==> src/rtl/relu_maxpool_2x2.sv <==
// relu_maxpool_2x2: streaming 2x2 / stride-2 max pooling behind the ReLU stage.
// Even rows fold horizontal pairs into a half-width line buffer. Odd rows combine
// their own pair with the stored pair maximum and load a one-entry output register.
module relu_maxpool_2x2 #(
  parameter int DATA_W = 32,
  parameter int IMG_W  = 28,
  parameter int IMG_H  = 28
) (
  input  logic              clk_i,
  input  logic              rst_i,
  input  logic              clear_i,
  input  logic [DATA_W-1:0] in_data_i,
  input  logic              in_valid_i,
  output logic              in_ready_o,
  output logic [DATA_W-1:0] out_data_o,
  output logic              out_valid_o,
  input  logic              out_ready_i,
  output logic              frame_done_o
);

  localparam int CW   = (IMG_W > 1) ? $clog2(IMG_W) : 1;
  localparam int RW   = (IMG_H > 1) ? $clog2(IMG_H) : 1;
  localparam int LB_D = IMG_W / 2;
  localparam int LBW  = (LB_D > 1) ? $clog2(LB_D) : 1;

  logic [CW-1:0]     r_col;
  logic [RW-1:0]     r_row;
  logic [DATA_W-1:0] r_hold;
  logic [DATA_W-1:0] r_out_data;
  logic              r_out_valid;
  logic              r_frame_done;
  logic [DATA_W-1:0] r_linebuf [LB_D];

  logic              w_accept;
  logic              w_last_col;
  logic              w_last_row;
  logic              w_odd_row;
  logic              w_odd_col;
  logic              w_pool_load;
  logic              w_lb_write;
  logic [LBW-1:0]    w_lb_idx;
  logic [DATA_W-1:0] w_lb_rd;
  logic [DATA_W-1:0] w_pair_max;
  logic [DATA_W-1:0] w_pool_max;

  function automatic logic [DATA_W-1:0] f_smax(input logic [DATA_W-1:0] a,
                                               input logic [DATA_W-1:0] b);
    return ($signed(a) > $signed(b)) ? a : b;
  endfunction

  // Handshake, position decode and the pooling datapath.
  always_comb begin
    in_ready_o  = !r_out_valid || out_ready_i;
    // Abort wins over a beat presented in the same cycle: that beat is not consumed.
    w_accept    = in_valid_i && in_ready_o && !clear_i;
    w_last_col  = (r_col == CW'(IMG_W - 1));
    w_last_row  = (r_row == RW'(IMG_H - 1));
    w_odd_row   = r_row[0];
    w_odd_col   = r_col[0];
    w_lb_idx    = LBW'(r_col >> 1);
    w_lb_rd     = r_linebuf[w_lb_idx];
    w_pair_max  = f_smax(r_hold, in_data_i);
    w_pool_max  = f_smax(w_lb_rd, w_pair_max);
    w_pool_load = w_accept && w_odd_row && w_odd_col;
    w_lb_write  = w_accept && !w_odd_row && w_odd_col;
  end

  // Column/row counters, the even-column hold register and the end-of-frame pulse.
  always_ff @(posedge clk_i or posedge rst_i) begin
    if (rst_i) begin
      r_col        <= '0;
      r_row        <= '0;
      r_hold       <= '0;
      r_frame_done <= 1'b0;
    end else if (clear_i) begin
      r_col        <= '0;
      r_row        <= '0;
      r_hold       <= '0;
      r_frame_done <= 1'b0;
    end else begin
      r_frame_done <= w_accept && w_last_col && w_last_row;
      if (w_accept) begin
        if (!w_odd_col) r_hold <= in_data_i;
        if (w_last_col) begin
          r_col <= '0;
          r_row <= w_last_row ? '0 : r_row + 1'b1;
        end else begin
          r_col <= r_col + 1'b1;
        end
      end
    end
  end

  // Line buffer: no reset needed, each entry is written on an even row before its odd-row read.
  always_ff @(posedge clk_i) begin
    if (w_lb_write) r_linebuf[w_lb_idx] <= w_pair_max;
  end

  // One-entry output register; a new pooled pixel may replace one leaving on the same edge.
  always_ff @(posedge clk_i or posedge rst_i) begin
    if (rst_i) begin
      r_out_valid <= 1'b0;
      r_out_data  <= '0;
    end else if (clear_i) begin
      r_out_valid <= 1'b0;
    end else if (w_pool_load) begin
      r_out_valid <= 1'b1;
      r_out_data  <= w_pool_max;
    end else if (out_ready_i) begin
      r_out_valid <= 1'b0;
    end
  end

  assign out_data_o   = r_out_data;
  assign out_valid_o  = r_out_valid;
  assign frame_done_o = r_frame_done;

endmodule

==> config.mk <==
export PLATFORM = sky130hd
export DESIGN_NAME = relu_maxpool_2x2
export DESIGN_NICKNAME = d
export VERILOG_FILES = /design/src/rtl/relu_maxpool_2x2.sv
export SDC_FILE = /design/constraint.sdc
export NUM_CORES = 1
export LEC_CHECK = 0
export ABC_AREA = 0
export CAP_MARGIN = 10
export CORE_MARGIN = 3
export CORE_UTILIZATION = 40
export DETAILED_ROUTE_END_ITERATION = 12
export HOLD_SLACK_MARGIN = 0.06
export SLEW_MARGIN = 40
export SYNTH_ARGS = -nofsm -noshare
export SYNTH_HDL_FRONTEND = slang
export SYNTH_SLANG_ARGS = --single-unit
==> constraint.sdc <==
create_clock -name clk_i -period 12.6 [get_ports clk_i]
set_clock_uncertainty 0.2 [all_clocks]
set_input_delay 1.26 -clock clk_i [delete_from_list [all_inputs] [get_ports clk_i]]
set_output_delay 1.26 -clock clk_i [all_outputs]
set_load 0.1 [all_outputs]
# Word-level counts from Yosys, hierarchy flattened
# Memory sizes are Yosys's and may differ from the RTL's.
# Cells that the tools add are included.
# Widths: inputs -> output; s select.
[totals] register_bits=76 mem_bits_rw=448 memories=1
[classes] addsub=2 order_cmp=2 n_eq_ne=3 n_mux=18 n_bitwise=1 n_reduce_logical=18
[mem_list] memory="r_linebuf" depth=14 word_bits=32 read_ports=1 rd_clocked_by_memory_dff=0 write_ports=1 line="32" text="logic [DATA_W-1:0] r_linebuf [LB_D];"
[op_table] operator="$mux 32" n=5
[op_table] operator="$gt 32x32->1" n=2
[op_table] operator="$mux 5" n=7
[op_table] operator="$add 5x1->5 const B" n=2
[op_table] operator="$eq 5x5->1 const B" n=2
[op_table] operator="$logic_and 1x1->1" n=8
[op_table] operator="$mux 1" n=6
[op_table] operator="$reduce_and 2->1" n=3
[op_table] operator="$reduce_bool 2->1" n=2
[op_table] operator="$logic_not 1->1" n=3
[op_table] operator="$reduce_bool 3->1" n=1
[op_table] operator="$ne 2x2->1 const B" n=1
[op_table] operator="$logic_or 1x1->1" n=1
[op_table] operator="$not 1->1" n=1

# Logic depth before layout (Yosys ltp)
# Gate-level depths: netlist of the first run.
[depth] ltp_word=8 depth_mapped=20 depth_no_buf=18

# Worst setup path after synthesis of the first run
# OpenSTA, ideal clock, no wires.
[synth_path] kind="input to register" startpoint="input out_ready_i" endpoint="memory r_linebuf[0][0] (enable)" setup_time_ns=0.461 arrival_ns=5.535 slack_ns=6.404 path_stages=7 n_path_buf=0 path_cell_list="nand2b_1 > nand2_1 > nor2_1 > nand2_1 > or2_2 > or3_1 > nor3_1"
[synth_via] elab_chain_len=7
[synth_lines] item="start, declared" line="17" text="input logic out_ready_i,"
[synth_lines] item="$logic_or 1x1->1" line="53" text="in_ready_o = !r_out_valid || out_ready_i;"
[synth_lines] item="$logic_and 1x1->1 (2 in a row)" line="55" text="w_accept = in_valid_i && in_ready_o && !clear_i;"
[synth_lines] item="$logic_and 1x1->1 (2 in a row)" line="65" text="w_lb_write = w_accept && !w_odd_row && w_odd_col;"
[synth_lines] item="$mux 1" line="96" text="if (w_lb_write) r_linebuf[w_lb_idx] <= w_pair_max;"
[synth_lines] item="$mux 1 (implied by the code)" line="96"
[synth_lines] item="end, declared" line="32"
# No other way between the ends.

# Worst setup path after layout of the first run
[layout_path] startpoint="input in_data_i[31]" endpoint="register r_out_data[1] (netlist: out_data_o[1])"
[layout_via] elab_chain_len=4
[layout_lines] item="start, declared" line="12" text="input logic [DATA_W-1:0] in_data_i,"
[layout_lines] item="$gt 32x32->1" line="48" text="return ($signed(a) > $signed(b)) ? a : b;"
[layout_lines] item="$mux 32 *" line="48"
[layout_lines] item="$gt 32x32->1" line="48"
[layout_lines] item="$mux 32 *" line="48"
[layout_lines] item="end signal, assigned" line="108" text="r_out_data <= w_pool_max;"
[layout_lines] item="end, declared" line="29" text="logic [DATA_W-1:0] r_out_data;"
# Every way passes the cells marked *; elsewhere a longest branch is shown, timed or not.
# A chain may end at the register's enable or synchronous reset.

==> impl_metrics.yaml, run 1 <==
sta:
  setup_viol: 0
  worst_pin_slew_ns: 0.840
  post-route-min-period_ns: 7.03
  max_freq_ghz: 0.142
  final_hold_viol_count: 0
  relSlewSlack_pct: 44.0
  slew_viol_final: 0
  timing.final.crit_share_pct: 55.8
  rsz0062_at_grt: "false"
  setup_tns_ns: 0
logic_synthesis:
  async_flop_share_pct: 14.5
  syn_area_per_cell_um2: 18.1
  synth_nets: 1324
  ys_seq_elements: 524
  yosysSeqAreaShare_pct: 69.5
  synth_cells: 1221
  synth.distinct_cells: 47
  synth_top_area_share_pct: 60.9
  synth_top_area_cell: "edfxtp_1"
  ys_warn_count: 0
  yosys_most_used_dff: "edfxtp_1"
  synth-edff-count: 448
  netlist_area_mm2: 0.0221
  synth_area_leaders: "edfxtp_1 61%, mux4_2 13%, dfrtp_1 8.6%"
global_routing:
  grt_pass1_wl_mm: 80.8
  overflow: 0
  grt_pass1_vias: 12000
  grtUsageTotal_pct: 19.1
  antenna_found_initial: 0
  grt_max_degree: 77
clocking:
  htreeDepth: 2
  cts-root-buf: "clkbuf_16"
  cts.sinks: 524
  clockBufferDepth: 3
  hold_buffers: 0
  clkTransAtPathRegs_ns: 0.06
  cts_tree: "done"
  cts_buffers: 52
  clock_latency_ns: 0.60
  cts_setup_buffers: 0
  cts_resized: 0
placement:
  dpl_cell_area_mm2: 0.0236
  hpwl_mm: 32.1
  portBuffers: 71
  gp_congestion: 0.845
  place_inst: 1959
critical_path:
  cp-end-kind: "flip-flop"
  critical_path_arrival_ns: 7.35
  critPathLaunchType: "input pin"
  worstPathCellList: "clkdlybuf4s50_1 -> inv_1 -> ha_1 -> nand4_1 -> nor4_2 -> nand4_1 -> nor3_1 -> nor4b_2 -> nor3_4 -> buf_6 -> buf_4 -> mux2i_1 -> ha_1 -> nand4_1 -> a21oi_1 -> a211oi_1 -> o22ai_1 -> o21ai_4 -> nand2_1 -> buf_4 -> o21ai_1"
  required_ns: 12.91
  slowest_stage: "mux2i_1"
  crit_fanout: 30
  slowest_delay_ns: 0.63
  crit_buf_inv: 5
  cp_common_cell: "nand4_1"
  worst-setup-path-type: "input pin to flip-flop"
  cp_top_family: "simple AND/OR/NAND/NOR gates"
floorplan:
  start_util_pct: 40.7
  io_pins: 72
  fp.dieH_um: 241
  dieWidth_um: 241
  dieArea_mm2: 0.0581
  core_area_mm2: 0.0542
  rows: 85
finish:
  n_antenna_cell: 0
  synthToLayoutAreaGrowth_pct: 14.3
  fill_cells: 4581
  final_cell_mix: "448 x edfxtp_1, 127 x mux4_2, 72 x dfrtp_1"
  drive_gt1_share_pct: 24.0
  design_area_mm2: 0.0252
  fin_cells: 2057
  fin_nets: 1420
  layout_commonest_cell: "edfxtp_1"
  final_core_util_pct: 46.5
min_path:
  hold_class: "flip-flop to flip-flop"
drt:
  drcViolationCount: 0
  dr.pass1.iters: 5
  via_per_inst: 5.73
  vias: 11800
  dr.first_iter.drc_count: 1029
  drt-wirelength-per-cell_um: 26.4
  ant_nets: 0
  wl_mm: 54.4
power_and_ir_drop:
  power_w: 0.00372
  powerDensity_mw_per_mm2: 147
  power.leakage_nw: 8.95
  ir_worst_vdd_mv: 0.0958
outcome:
  status: "finished, final reports clean"
run:
  drv_cap: 0
## metrics by stage
stage / worst slack (ns) / hold slack (ns)
global route: 5.41 / 0.353
floorplan: 6.40 / 0.290
finish: 5.57 / 0.308
detailed placement: 5.04 / 0.300
CTS: 5.67 / 0.313
global placement: 4.66 / 0.284
## where the power goes
part,internal (W),leakage (nW),switching [W],total (W)
combinational,0.000110,3.04,0.000181,0.000291
clock,0.000831,0.791,0.000653,0.00148
sequential,0.00194,5.12,0.0000116,0.00195
total,0.00288,8.95,0.000845,0.00372
## path summary, 6_finish.rpt
kind,start,end,slack (ns),cells after the start
worst min register to register,out_data_o[28]$_DFFE_PP0P_,out_data_o[28]$_DFFE_PP0P_,0.31,2
worst max register to register,r_hold[31]$_DFFE_PP0P_,out_data_o[1]$_DFFE_PP0P_,6.37,19
min in group asynchronous,rst_i,r_hold[0]$_DFFE_PP0P_,0.97,3
worst min-delay path,out_data_o[28]$_DFFE_PP0P_,out_data_o[28]$_DFFE_PP0P_,0.31,2
max in group asynchronous,rst_i,r_col[2]$_DFFE_PP0P_,10.67,3
worst max-delay path,in_data_i[31],out_data_o[1]$_DFFE_PP0P_,5.57,21
## cell usage after synthesis, types with 14 or more instances
cell	count
a21oi_1	35
a22o_1	32
a2bb2oi_1	31
clkbuf_1	42
dfrtp_1	76
edfxtp_1	448
ha_1	66
inv_1	66
mux2_2	32
mux2i_1	34
mux4_2	127
nand2_1	59
nand3_1	14
nor2_1	29
o21ai_1	32
## cell families (layout without fill, tap and decap cells)
group           after synthesis  in the layout  share of synthesized area, %
buf+inv                     127            267                          2.32
compound gates              158            158                          4.92
simple gates                153            153                          3.38
flops                       524            524                          69.5
fa+ha+maj                    66             66                          3.74
mux                         193            193                          16.1
## layout make-up
type                            count  area, um2  area share [%]
Clock inverter                     37        259            1.03
Clock buffer                       61       1360            5.37
Inverter                           66        249           0.986
Sequential cell                   524      15400            60.9
Multi-Input combinational cell    570       6330            25.1
Tap cell                          696        871            3.45
Timing Repair Buffer              103        806            3.19
## sequential cells by signal, indices dropped and copies added (netlist names)
signal,count
r_col,5
out_valid_o,1
r_row,5
frame_done_o,1
r_hold,32
r_linebuf,448
out_data_o,32
## worst register-to-register path, delay by kind of cell, from the launching register on
family,cells,cell delay (ns)
AND/OR/NAND/NOR,8,1.91
AO/OA/AOI/OAI,5,1.40
buffers and inverters,3,0.89
adder cells (fa/ha/maj),2,0.70
multiplexers,1,0.64
flip-flops,1,0.41
## metal layers
layer	share of wire (%)	global-route usage (%)	vias to the layer above
li1	-	-	5106
met1	44	27.6	6236
met2	47	30.0	363
met3	5.8	2.94	78
met4	2.4	5.85	0
met5	0	0	-
(Power assumes the default switching activity.)
==> inputs of run 2 (changes only) <==
==> constraint.sdc (replaced) <==
create_clock -name clk_i -period 6.4 [get_ports clk_i]
set_clock_uncertainty 0.2 [all_clocks]
set_input_delay 0.64 -clock clk_i [delete_from_list [all_inputs] [get_ports clk_i]]
set_output_delay 0.64 -clock clk_i [all_outputs]
set_load 0.1 [all_outputs]
==> impl_metrics.yaml, run 2 (synthesis results as in run 1) <==
drt:
  drcViolationCount: 0
  wl_mm: 53.8
  dr.pass1.iters: 5
  via_per_inst: 5.70
  vias: 11900
  dr.first_iter.drc_count: 1064
  ant_nets: 0
  drt-wirelength-per-cell_um: 25.8
sta:
  rsz0062_at_grt: "false"
  setup_tns_ns: 0
  timing.final.crit_share_pct: 86.6
  setup_viol: 0
  worst_pin_slew_ns: 0.833
  holdWs_ns: 0.226
  final_hold_viol_count: 0
  slew_viol_final: 0
  post-route-min-period_ns: 5.54
  max_freq_ghz: 0.180
  relSlewSlack_pct: 44.3
run:
  drv_cap: 0
placement:
  hpwl_mm: 33.1
  portBuffers: 71
  gp_congestion: 0.793
  dpl_cell_area_mm2: 0.0240
critical_path:
  worstPathCellList: "clkdlybuf4s50_1 -> inv_1 -> ha_1 -> nand4_1 -> nor4_2 -> nand4_1 -> nor3_1 -> nor4b_2 -> nor3_4 -> buf_4 -> mux2i_1 -> ha_1 -> nor2b_1 -> o211ai_1 -> a21oi_1 -> a211oi_1 -> o22ai_1 -> o21ai_4 -> buf_12 -> a2bb2oi_1 -> o21ai_1"
  critPathLaunchType: "input pin"
  required_ns: 6.66
  cp-end-kind: "flip-flop"
  slowest_delay_ns: 0.55
  worst-setup-path-type: "input pin to flip-flop"
  slowest_stage: "clkdlybuf4s50_1"
  crit_fanout: 25
  critical_path_arrival_ns: 5.80
clocking:
  htreeDepth: 2
  cts.sinks: 524
  cts_resized: 0
  cts-root-buf: "clkbuf_16"
  cts_setup_buffers: 0
  cts_buffers: 53
  hold_buffers: 0
  clockBufferDepth: 3
  cts_tree: "done"
  clkTransAtPathRegs_ns: 0.06
  clock_latency_ns: 0.60
finish:
  max_flop_register: "r_linebuf"
  drive_gt1_share_pct: 26.0
  layout_commonest_cell: "edfxtp_1"
  fin_nets: 1450
  fill_cells: 4477
  largest_reg_flops: 448
  design_area_mm2: 0.0258
  final_cell_mix: "448 x edfxtp_1, 127 x mux4_2, 72 x dfrtp_1"
  n_antenna_cell: 0
  synthToLayoutAreaGrowth_pct: 16.7
floorplan:
  core_area_mm2: 0.0542
  dieWidth_um: 241
  rows: 85
  fp.dieH_um: 241
  io_pins: 72
  dieArea_mm2: 0.0581
  start_util_pct: 40.7
min_path:
  hold_class: "input pin to asynchronous set/reset pin"
global_routing:
  grtUsageTotal_pct: 18.8
  overflow: 0
  grt_pass1_vias: 12000
  grt_pass1_wl_mm: 79.7
  antenna_found_initial: 0
  grt_max_degree: 49
outcome:
  status: "finished, final reports clean"
power_and_ir_drop:
  powerDensity_mw_per_mm2: 292
  ir_worst_vdd_mv: 0.217
  power_w: 0.00752
  power.leakage_nw: 9.20
## run 2: cell count changes in the layout (fill, tap and decap cells not counted), sizes merged
| cell | previous run | this run |
|---|---|---|
| clkinvlp | 3 | 4 |
| bufinv | 3 | 4 |
| clkbuf | 62 | 68 |
| clkinv | 29 | 22 |
| inv | 68 | 66 |
| buf | 66 | 96 |
## run 2: final cells by class
cell class                 instances  area, um2  area share [%]
clock inverter                    30        272            1.05
tap                              696        871            3.38
clock buffer                      68       1470            5.72
timing repair buffer             132       1210            4.68
sequential                       524      15400            59.6
inverter                          66        249           0.966
multi-input combinational        570       6340            24.6
## run 2: critical path, delay by kind of cell
kind	cells	cell delay, ns
adders and majority gates	2	0.64
and+or+nand+nor	7	1.47
AOI/OAI and AO/OA	7	1.38
muxes	1	0.51
buffers and inverters	4	1.14
## run 2: worst paths after layout
path                                        start                         to  slack, ns  cells after the start
hold / removal                              rst_i      r_hold[0]$_DFFE_PP0P_       0.23                      2
min in group clk_i         r_hold[30]$_DFFE_PP0P_     r_hold[30]$_DFFE_PP0P_       0.34                      1
setup reg to reg           r_hold[31]$_DFFE_PP0P_  out_data_o[8]$_DFFE_PP0P_       1.08                     19
setup / recovery                    in_data_i[29]  out_data_o[8]$_DFFE_PP0P_       0.86                     21
hold reg to reg            r_hold[30]$_DFFE_PP0P_     r_hold[30]$_DFFE_PP0P_       0.34                      1
max in group asynchronous                   rst_i       r_col[1]$_DFFE_PP0P_       4.67                      3
## run 2: power breakdown
part           switching (W)  internal [W]
Combinational       0.000362      0.000239
Sequential         0.0000188       0.00381
Clock                0.00130       0.00179
## run 2: metal layers
| metal | share of wire, % | global-route usage, % |
|---|---|---|
| met3 | 6.2 | 3.29 |
| met2 | 47 | 29.6 |
| met1 | 44 | 27.1 |
| met5 | 0 | 0 |
| met4 | 2.5 | 5.47 |
## run 2: per-stage QoR
stage          util (%)  setup WS [ns]  cells
4_1_cts            47.4          0.947   2084
3_5_place_dp       44.2          0.302   1986
2_1_floorplan         -          0.607   1221
6_report           47.5          0.857   2086
5_1_grt            47.5          0.573   2086
3_3_place_gp       44.2          0.407   1977
